File: config.mk
export PLATFORM = sky130hd
export DESIGN_NAME = shift_add_multiplier
export DESIGN_NICKNAME = d
export VERILOG_FILES = /design/src/rtl/shift_add_multiplier.sv
export SDC_FILE = /design/constraint.sdc
export NUM_CORES = 1
export LEC_CHECK = 0
export ABC_AREA = 1
export CAP_MARGIN = 20
export CORE_ASPECT_RATIO = 0.7
export CORE_MARGIN = 3
export CORE_UTILIZATION = 60
export DETAILED_ROUTE_END_ITERATION = 10
export DONT_BUFFER_PORTS = 1
export PLACE_DENSITY = 0.76
export SLEW_MARGIN = 5
export SYNTH_ARGS = -nofsm -noshare
export SYNTH_HDL_FRONTEND = slang
export SYNTH_SLANG_ARGS = --single-unit
export TNS_END_PERCENT = 100
File: constraint.sdc
create_clock -name clk -period 2.4 [get_ports clk]
set_clock_uncertainty 0.15 [all_clocks]
set_input_delay 0.24 -clock clk [delete_from_list [all_inputs] [get_ports clk]]
set_output_delay 0.24 -clock clk [all_outputs]
set_load 0.1 [all_outputs]
File: src/rtl/shift_add_multiplier.sv
// Iterative unsigned shift-and-add multiplier: one operand pair in, exact N+M bit product
// out after M add/shift steps, with valid/ready handshakes on both sides.
module shift_add_multiplier #(
  parameter int unsigned N = 8,
  parameter int unsigned M = 8
) (
  input  logic             clk,
  input  logic             rst,
  input  logic             in_valid,
  output logic             in_ready,
  input  logic [N-1:0]     multiplicand,
  input  logic [M-1:0]     multiplier,
  output logic             out_valid,
  input  logic             out_ready,
  output logic [N+M-1:0]   product
);

  localparam int unsigned PW = N + M;
  localparam int unsigned CW = $clog2(M + 1);

  typedef enum logic [1:0] {
    IDLE,
    BUSY,
    DONE
  } state_t;

  state_t          state_q, state_d;
  logic [PW-1:0]   acc_q, acc_d;
  logic [PW-1:0]   mcand_sh_q, mcand_sh_d;
  logic [M-1:0]    mplier_sh_q, mplier_sh_d;
  logic [CW-1:0]   count_q, count_d;

  // State and datapath registers
  always_ff @(posedge clk or posedge rst) begin
    if (rst) begin
      state_q     <= IDLE;
      acc_q       <= '0;
      mcand_sh_q  <= '0;
      mplier_sh_q <= '0;
      count_q     <= '0;
    end else begin
      state_q     <= state_d;
      acc_q       <= acc_d;
      mcand_sh_q  <= mcand_sh_d;
      mplier_sh_q <= mplier_sh_d;
      count_q     <= count_d;
    end
  end

  // Next-state and datapath step; exactly M steps regardless of operand values
  always_comb begin
    state_d     = state_q;
    acc_d       = acc_q;
    mcand_sh_d  = mcand_sh_q;
    mplier_sh_d = mplier_sh_q;
    count_d     = count_q;
    unique case (state_q)
      IDLE: begin
        if (in_valid) begin
          acc_d       = '0;
          mcand_sh_d  = PW'(multiplicand);
          mplier_sh_d = multiplier;
          count_d     = '0;
          state_d     = BUSY;
        end
      end
      BUSY: begin
        if (mplier_sh_q[0]) begin
          acc_d = acc_q + mcand_sh_q;
        end
        mcand_sh_d  = mcand_sh_q << 1;
        mplier_sh_d = mplier_sh_q >> 1;
        count_d     = count_q + CW'(1);
        if (count_q == CW'(M - 1)) begin
          state_d = DONE;
        end
      end
      DONE: begin
        if (out_ready) begin
          state_d = IDLE;
        end
      end
      default: state_d = IDLE;
    endcase
  end

  assign in_ready  = (state_q == IDLE);
  assign out_valid = (state_q == DONE);
  assign product   = acc_q;

endmodule
== Yosys cells after proc, flatten, opt, wreduce, memory -nomap -nowiden ==
Index checks and enable logic that the tools add are counted.
Word-level totals
  word-level logic and storage cells: 32
  register bits: 46
  input bits: 20
Cells by class
  reductions and logical operators: 5
  $add $sub $neg: 2
  equality and inequality tests: 7
  mux-type cells: 13
Operator list (count)
  16-bit case mux with 2 select lines: 2
  16-bit two-way mux: 3
  16-bit adder: 1
  8-bit case mux with 2 select lines: 1
  8-bit two-way mux: 1
  4-bit case mux with 2 select lines: 1
  2-bit two-way mux: 3
  2-bit inequality test, second input constant: 3
  2-bit case mux with 3 select lines: 1
  3-bit AND reduction: 2
  4-bit by 1-bit adder with 4-bit output, second input constant: 1
  4-bit by 3-bit equality test with 1-bit output, second input constant: 1
  4-bit two-way mux: 1
  2-bit by 1-bit equality test with 1-bit output, second input constant: 1
  2-bit equality test, second input constant: 1
  2-bit zero test: 1
  2-bit by 1-bit inequality test with 1-bit output, second input constant: 1
  2-bit AND reduction: 1
  2-bit nonzero test: 1

== Logic depth before layout (Yosys ltp) ==
Gate-level depths: netlist of run 1.
  depth in word-level cells: 3
  mapped depth: 11

== Least setup slack after synthesis of run 1 ==
OpenSTA, ideal clock, no wires.
  path kind: reg-to-reg
  start point: reg acc_q[0] (netlist: product[0])
  end point: reg acc_q[12] (netlist: product[12])
  clock period less this slack: 2.443 ns
  arrival time: 2.173 ns
  library setup time: 0.120 ns
  buffers on the path: 0
  setup slack: -0.043 ns
  cell stages (with the launch flop): 12
  cells stage by stage: dfrtp_1 > ha_1 > inv_1 > fa_1 > inv_1 > nand3_1 > nand3_1 > nand3_1 > nand3_1 > nand2_1 > nand3_1 > nand2_1
Between the ends
  longest elaborated chain between the ends: 3
Ends and longest elaborated chain
  start: declaration: line 28  | logic [PW-1:0] acc_q, acc_d;
  start signal: assignment: line 37  | acc_q <= '0;
  start signal: assignment: line 43  | acc_q <= acc_d;
  16-bit adder: line 69  | acc_d = acc_q + mcand_sh_q;
  16-bit two-way mux: line 68  | if (mplier_sh_q[0]) begin
  16-bit case mux with 2 select lines: line 57  | unique case (state_q)
Every way passes these cells. The select of a mux whose other input is x is not followed.
A chain may end at the register's enable or synchronous reset.

== Final worst setup path of run 1 ==
Ends and elaborated chain as after synthesis.

==> run summary, run 1 <==
• finished with violations — run status
• negative hold slack — violated checks
• 0 — count of port buffers added during placement
• 0.00115 mm^2 — register cell area after layout
• 30 — largest net degree at the start of global routing
• nand2_1 — most frequent standard cell in the layout excluding fill and tap cells
• 20 — number of standard-cell rows in the floorplan
• 2450 ps — required time of the critical path
• 0 — antenna cell count
• simple AND/OR/NAND/NOR gates — cell class contributing the biggest share of worst-path delay
• flop to flop — type of the setup path with the least slack
• 0 — drc violations
• 0 — final max-slew violation count
• 0 — number of maximum-capacitance constraint violations
• 46 — Clock Sink Count
• 2,253 — number of global-route vias before repair
• 27.1% — synthesized-area fraction occupied by and/or/nand/nor cells
• 409 — synthesized net count
• 370 ps — largest incremental delay on the critical path
• dfrtp_1 — library cell occupying the most area in the post-synthesis netlist
• 100 ps — clock-pin slew reported for the worst setup and hold paths after clock tree synthesis
• 2,446 — vias
• 0 ps — TNS Setup
• 0 — remaining antenna violation count
• 0.00448 mm^2 — floorplan core area
• 14.6 um — routed length per instance
• 10.8% — Area Overhead vs Synth
• 0% — portion of netlist area occupied by mux cells
• 2 — count of cells along the worst hold path
• 0 — Synth Warn #
• 34 — distinct cell type count after synthesis
• ha_1, inv_1, fa_1, inv_1, nand3_1, nand3_1, nand3_1, nand3_1, nand2_1, nand3_1, nand2_1 — chain of cells forming the critical path
• 372 — synthesized instance count
• 4 — maximum net fanout on the critical path
• 88.9 um — Chip Width
• 1910 ps — final critical delay including setup and external delays
• built — CTS tree
• 7.76 um^2 — Mapped Avg Cell Area
• 10,900 um — wire length of the first global-routing pass
• 0 — remaining global-route overflow
• nand3_1 — cell type with the highest occurrence count on the critical path
• dfrtp_1 40%, nand2_1 14%, inv_1 8.3%, ha_1 6.9%, nand3_1 4.0% — top area cells in the synthesized netlist
• 64.4% — effective utilization at floorplan
• 7.63% — Synth Area in Adders
• 38 — IO Pins
• 4 — length of the first detailed-routing pass in iterations
• 4880 um — dpl hpwl
• 11 — number of cells on the worst reg-to-reg path
• 12.5% — Compound-Gate Fraction of Synth Area
• 0.929 — Placer Congestion
• 602 ps — slew at the pin closest to its max-slew limit
• 1960 ps — arrival time of data at the critical path endpoint
• 5 — CTS Buf Count
• 0.00303 mm^2 — placement-stage cell area
• 12.1% — layout cells sized above 1
• dfrtp_2 — master of the slowest instance on the critical path
• 0.00289 mm^2 — synthesized cell area
• 1 — final number of hold-violating endpoints
• flop — category of the worst setup path launch point
• -0.275 ps — hold_ws
• 2 — total buffers and inverters traversed by the critical path
• 0.00569 mm^2 — area enclosed by the die boundary
• 2 — number of H-tree levels
• 0 — setup violation total in the final timing report
• 452 — final instance count without filler cells
• 179 — iteration-0 DRC count of the detailed router
• no — RSZ-0062 raised after global routing
• simple AND/OR/NAND/NOR gates — dominant combinational cell family by area after synthesis
• 5.41 — routed via count divided by cell count
• 433 — Final nets
• 0.607% — Synth Area in XOR/XNOR
• 0.00139 mm^2 — multi-input logic area
• 290 ps — latest clock arrival within the worst-skew pair
• 24.7% — overall fraction of global-route tracks in use
• flop — element type at the critical path end
• 2 — number of buffers on the longest clock path
• input port to flop — worst hold path type
• 364 — number of inserted filler cells in the final layout
• 64.0 um — vertical extent of the die
• 0 — antenna violations before repair
• clkbuf_8 — buffer cell driving the clock tree root
• 39.9% — Yosys top cell area share
• 59.8% — Max transition margin
• 11 — number of logic stages on the critical path including buffering
• 524 MHz — Fmax achieved
• 0.00320 mm^2 — area of all placed cells without fillers
• 438 — placed cell count
• 79.5% — share of the clock period used by the worst path after layout
• 46 — flip-flop and latch count after synthesis
• 39.9% — sequential element share of the synthesized area
• 110 x nand2_1, 63 x inv_1, 45 x dfrtp_1 — most frequent cells in the layout
• 6590 um — final routed wirelength across all metal layers
[worst reg2reg max path: cells and delay by family, from the launching register on]
family	cells	cell delay (ps)
flops	1	370
buf+inv	2	180
simple gates	7	610
fa+ha+maj	2	510
[kinds of logic (layout without fill, tap and decap cells)]
| family | after synthesis | in the layout |
|---|---|---|
| AO/OA/AOI/OAI | 53 | 53 |
| XOR/XNOR | 2 | 2 |
| adder cells (fa/ha/maj) | 17 | 17 |
| buffers and inverters | 79 | 104 |
| flip-flops | 46 | 46 |
| AND/OR/NAND/NOR | 175 | 175 |
[routing by layer]
metal	share of wire (%)	vias to the layer above	global-route usage, %
met5	0	-	0
met4	0.70	0	3.21
met3	5.1	4	4.64
met2	44	51	36.0
met1	50	1139	39.1
li1	-	1252	-
[sequential cells by signal (all words and copies together) (netlist names)]
name,count
count_q,4
mplier_sh_q,8
product,16
state_q,2
mcand_sh_q,16
[timing repair]
action,4_1_cts,5_1_grt
endpoints found under the setup margin,0,0
gates resized for setup,0,0
hold buffers,5,1
buffers inserted,0,0
hold endpoints to repair,29,1
[cells in the mapped netlist (all sizes together)]
library cell,count
a21oi,16
a221oi,10
a22o,2
and2,1
buf,7
clkbuf,1
dfrtp,46
fa,1
ha,16
inv,71
nand2,116
nand3,23
nand3b,2
nand4,1
nor2,16
nor3,14
o211ai,2
o21a,1
o21ai,9
o22ai,12
o41ai,1
or2,2
xor2,2
[stage by stage]
step	hold WS [ps]	utilization [%]	setup WS, ps
after detailed placement	76.4	67.5	543
after global routing	0.658	71.4	297
after floorplan	237	-	9.79
after global placement	68.4	67.5	596
after CTS	0.693	71.2	505
final	-0.275	71.4	491
[path summary, 6_finish.rpt]
check                                                 from                          to  slack [ps]
worst max-delay path                product[0]$_DFFE_PP0P_     product[12]$_DFFE_PP0P_         490
worst min-delay path                       multiplicand[6]   mcand_sh_q[6]$_DFFE_PP0P_        -0.3
worst max register to register      product[0]$_DFFE_PP0P_     product[12]$_DFFE_PP0P_         490
worst min register to register  mcand_sh_q[15]$_DFFE_PP0P_  mcand_sh_q[15]$_DFFE_PP0P_         370
max in group asynchronous                              rst      product[7]$_DFFE_PP0P_        1190
min in group asynchronous                              rst  mcand_sh_q[13]$_DFFE_PP0P_         310
[layout make-up]
type                    instances  share of cell area [%]
repair buffers                 25                    6.34
flip-flops and latches         46                    36.0
clock buffers                   5                    2.15
inverters                      71                    8.65
well taps                      55                    2.15
clock inverters                 3                    1.37
multi-input cells             247                    43.3
Power of run 1 is left out: the tool's default activity adds up to more than one toggle a clock period on the data nets, which glitch-free logic cannot reach.
==> inputs of run 2 (changes only) <==
Settings changed: CORE_UTILIZATION 60 to 57, PLACE_DENSITY 0.76 to 0.75.
Clock period 2.4 ns to 1.7 ns, I/O delays scaled along.
==> run 2 against run 1 <==
Net effect: the run ends with negative setup slack left; utilization is 13 points higher; critical path depth decreased by 1; count of clock-buffer cells in the layout increased by 2; wire length increased by 27%; first-iteration DRC count grew 50%; sequential share of layout area shrank 5.1 points.
==> run summary, run 2 (synthesized netlist as in run 1, its figures left out) <==
• finished with violations — run status, unchanged
• negative setup slack — violated checks, was negative hold slack
• 0.00391 mm^2 — area of all placed cells without fillers, was 0.00320 mm^2
• 65.5 um — vertical extent of the die, was 64.0 um
• 0 — remaining global-route overflow, unchanged
• product[4]$_DFFE_PP0P_ — Worst R2R Start, was product[0]$_DFFE_PP0P_
• 300 ps — latest clock arrival within the worst-skew pair, was 290 ps
• 0.00345 mm^2 — placement-stage cell area, was 0.00303 mm^2
• 62.7% — effective utilization at floorplan, was 64.4%
• 0 — count of port buffers added during placement, unchanged
• 697 um — routed wl met3, was 336 um
• 20 — number of standard-cell rows in the floorplan, unchanged
• 29.0% — overall fraction of global-route tracks in use, was 24.7%
• 0 — antenna cell count, unchanged
• 3720 um — length of routed wiring on met1, was 3300 um
• 0.962 — Placer Congestion, was 0.929
• 36.0% — layout cells sized above 1, was 12.1%
• 510 ps — largest incremental delay on the critical path, was 370 ps
• 0 — total buffers and inverters traversed by the critical path, was 2
• clkbuf_8 — buffer cell driving the clock tree root, unchanged
• 0 — antenna violations before repair, unchanged
• 16.8 um — routed length per instance, was 14.6 um
• -88.7 ps — minimum setup slack in the final design, was 491 ps
• 269 — iteration-0 DRC count of the detailed router, was 179
• flop — category of the worst setup path launch point, unchanged
• 105% — share of the clock period used by the worst path after layout, was 79.5%
• 0 — final max-slew violation count, unchanged
• 13,300 um — wire length of the first global-routing pass, was 10,900 um
• 0.00597 mm^2 — area enclosed by the die boundary, was 0.00569 mm^2
• met4 — Max Used Layer, unchanged
• 0 — drc violations, unchanged
• flop — element type at the critical path end, unchanged
• 26 — largest net degree at the start of global routing, was 30
• dfrtp_4 — master of the slowest instance on the critical path, was dfrtp_2
• 35.3% — Area Overhead vs Synth, was 10.8%
• -582 ps — TNS Setup, was 0 ps
• 0 — remaining antenna violation count, unchanged
• product[14]$_DFFE_PP0P_ — Reg-to-Reg End, was product[12]$_DFFE_PP0P_
• 3810 um — detailed route wirelength on metal2, was 2910 um
• simple AND/OR/NAND/NOR gates — cell class contributing the biggest share of worst-path delay, unchanged
• 2,779 — vias, was 2,446
• 0 — final number of hold-violating endpoints, was 1
• 559 MHz — Fmax achieved, was 524 MHz
• 10 — setup violation total in the final timing report, was 0
• -90 ps — internal reg-to-reg setup slack, was 490 ps
• 2,736 — number of global-route vias before repair, was 2,253
• 5 — CTS Buf Count, unchanged
• 5 — length of the first detailed-routing pass in iterations, was 4
• 90 ps — clock-pin slew reported for the worst setup and hold paths after clock tree synthesis, was 100 ps
• 10 — number of logic stages on the critical path including buffering, was 11
• 91.1 um — Chip Width, was 88.9 um
• 4 — maximum net fanout on the critical path, unchanged
• 1790 ps — final critical delay including setup and external delays, was 1910 ps
• 2 — count of cells along the worst hold path, unchanged
• flop to flop — type of the setup path with the least slack, unchanged
• built — CTS tree, unchanged
• input port to flop — worst hold path type, unchanged
• 5.60 — routed via count divided by cell count, was 5.41
• yes — RSZ-0062 raised after global routing, was no
• 2 — number of H-tree levels, unchanged
• 1750 ps — required time of the critical path, was 2450 ps
• nand2_1 — most frequent standard cell in the layout excluding fill and tap cells, unchanged
• 0.00460 mm^2 — floorplan core area, was 0.00448 mm^2
• 1840 ps — arrival time of data at the critical path endpoint, was 1960 ps
• product[14]$_DFFE_PP0P_ — critical path capture point, was product[12]$_DFFE_PP0P_
• 38 — IO Pins, unchanged
• 46 — Clock Sink Count, unchanged
• 0 — number of maximum-capacitance constraint violations, unchanged
• 2 — number of buffers on the longest clock path, unchanged
• 10 — number of cells on the worst reg-to-reg path, was 11
• product[4]$_DFFE_PP0P_ — startpoint of the most critical setup path, was product[0]$_DFFE_PP0P_
• 5550 um — dpl hpwl, was 4880 um
• 8350 um — final routed wirelength across all metal layers, was 6590 um
• 82 x nand2_1, 56 x inv_1, 43 x buf_4 — most frequent cells in the layout, was 110 x nand2_1, 63 x inv_1, 45 x dfrtp_1
• 68.2% — Max transition margin, was 59.8%
• ha_4, nand2_2, nor2_2, nand2_2, nand3_4, nand2_2, nand2_1, nand2_1, nand3_1, nand2_1 — chain of cells forming the critical path, was ha_1, inv_1, fa_1, inv_1, nand3_1, nand3_1, nand3_1, nand3_1, nand2_1, nand3_1, nand2_1
• 476 ps — slew at the pin closest to its max-slew limit, was 602 ps
• 467 — Final nets, was 433
==> run 2: cell type report <==
class | instances | area, um^2
clock buffer | 7 | 76.3
fill | 293 | 698
inverter | 71 | 279
multi-input combinational | 247 | 1770
sequential | 46 | 1210
tap | 66 | 82.6
timing repair buffer | 59 | 493
==> run 2: what timing repair did <==
| action | in CTS | in global routing |
|---|---|---|
| endpoints found under the setup margin | 8 | 12 |
| hold buffers | 15 | 0 |
| buffers inserted | 6 | 1 |
| pin swaps | 13 | 20 |
| hold endpoints to repair | 34 | 0 |
| resized for setup | 33 | 24 |
==> run 2: how the worst min path moves through the flow <==
stage / startpoint / to
4_1_cts: multiplier[0] / mplier_sh_q[0]$_DFFE_PP0P_
2_1_floorplan: in_valid / mplier_sh_q[7]$_DFFE_PP0P_
3_5_place_dp: rst / mcand_sh_q[6]$_DFFE_PP0P_
6_report: multiplicand[2] / mcand_sh_q[2]$_DFFE_PP0P_
5_1_grt: in_valid / state_q[0]$_DFFE_PP0P_
3_3_place_gp: rst / mcand_sh_q[15]$_DFFE_PP0P_
==> run 2: through the flow <==
step	hold slack, ps	std cells	utilization (%)	setup WS (ps)
after floorplan	167	372	-	-212
after global placement	-53.9	467	74.9	-29.3
after detailed placement	-55.1	467	74.9	-61.5
after CTS	0.687	495	83.0	-31.0
after global routing	25.0	496	84.8	-183
final	5.36	496	84.8	-88.7
==> run 2: per-layer routing <==
metal,vias up,track usage (%)
li1,1319,-
met1,1311,40.5
met2,136,46.3
met3,13,5.26
met4,0,9.02
met5,-,0
==> run 2: worst reg2reg max path, stage by stage, from the launching register on <==
cell	delay, ps
dfrtp_4	510
ha_4	310
nand2_2	80
nor2_2	130
nand2_2	70
nand3_4	130
nand2_2	80
nand2_1	70
nand2_1	50
nand3_1	70
nand2_1	50
Power of run 2 is left out for the same reason.
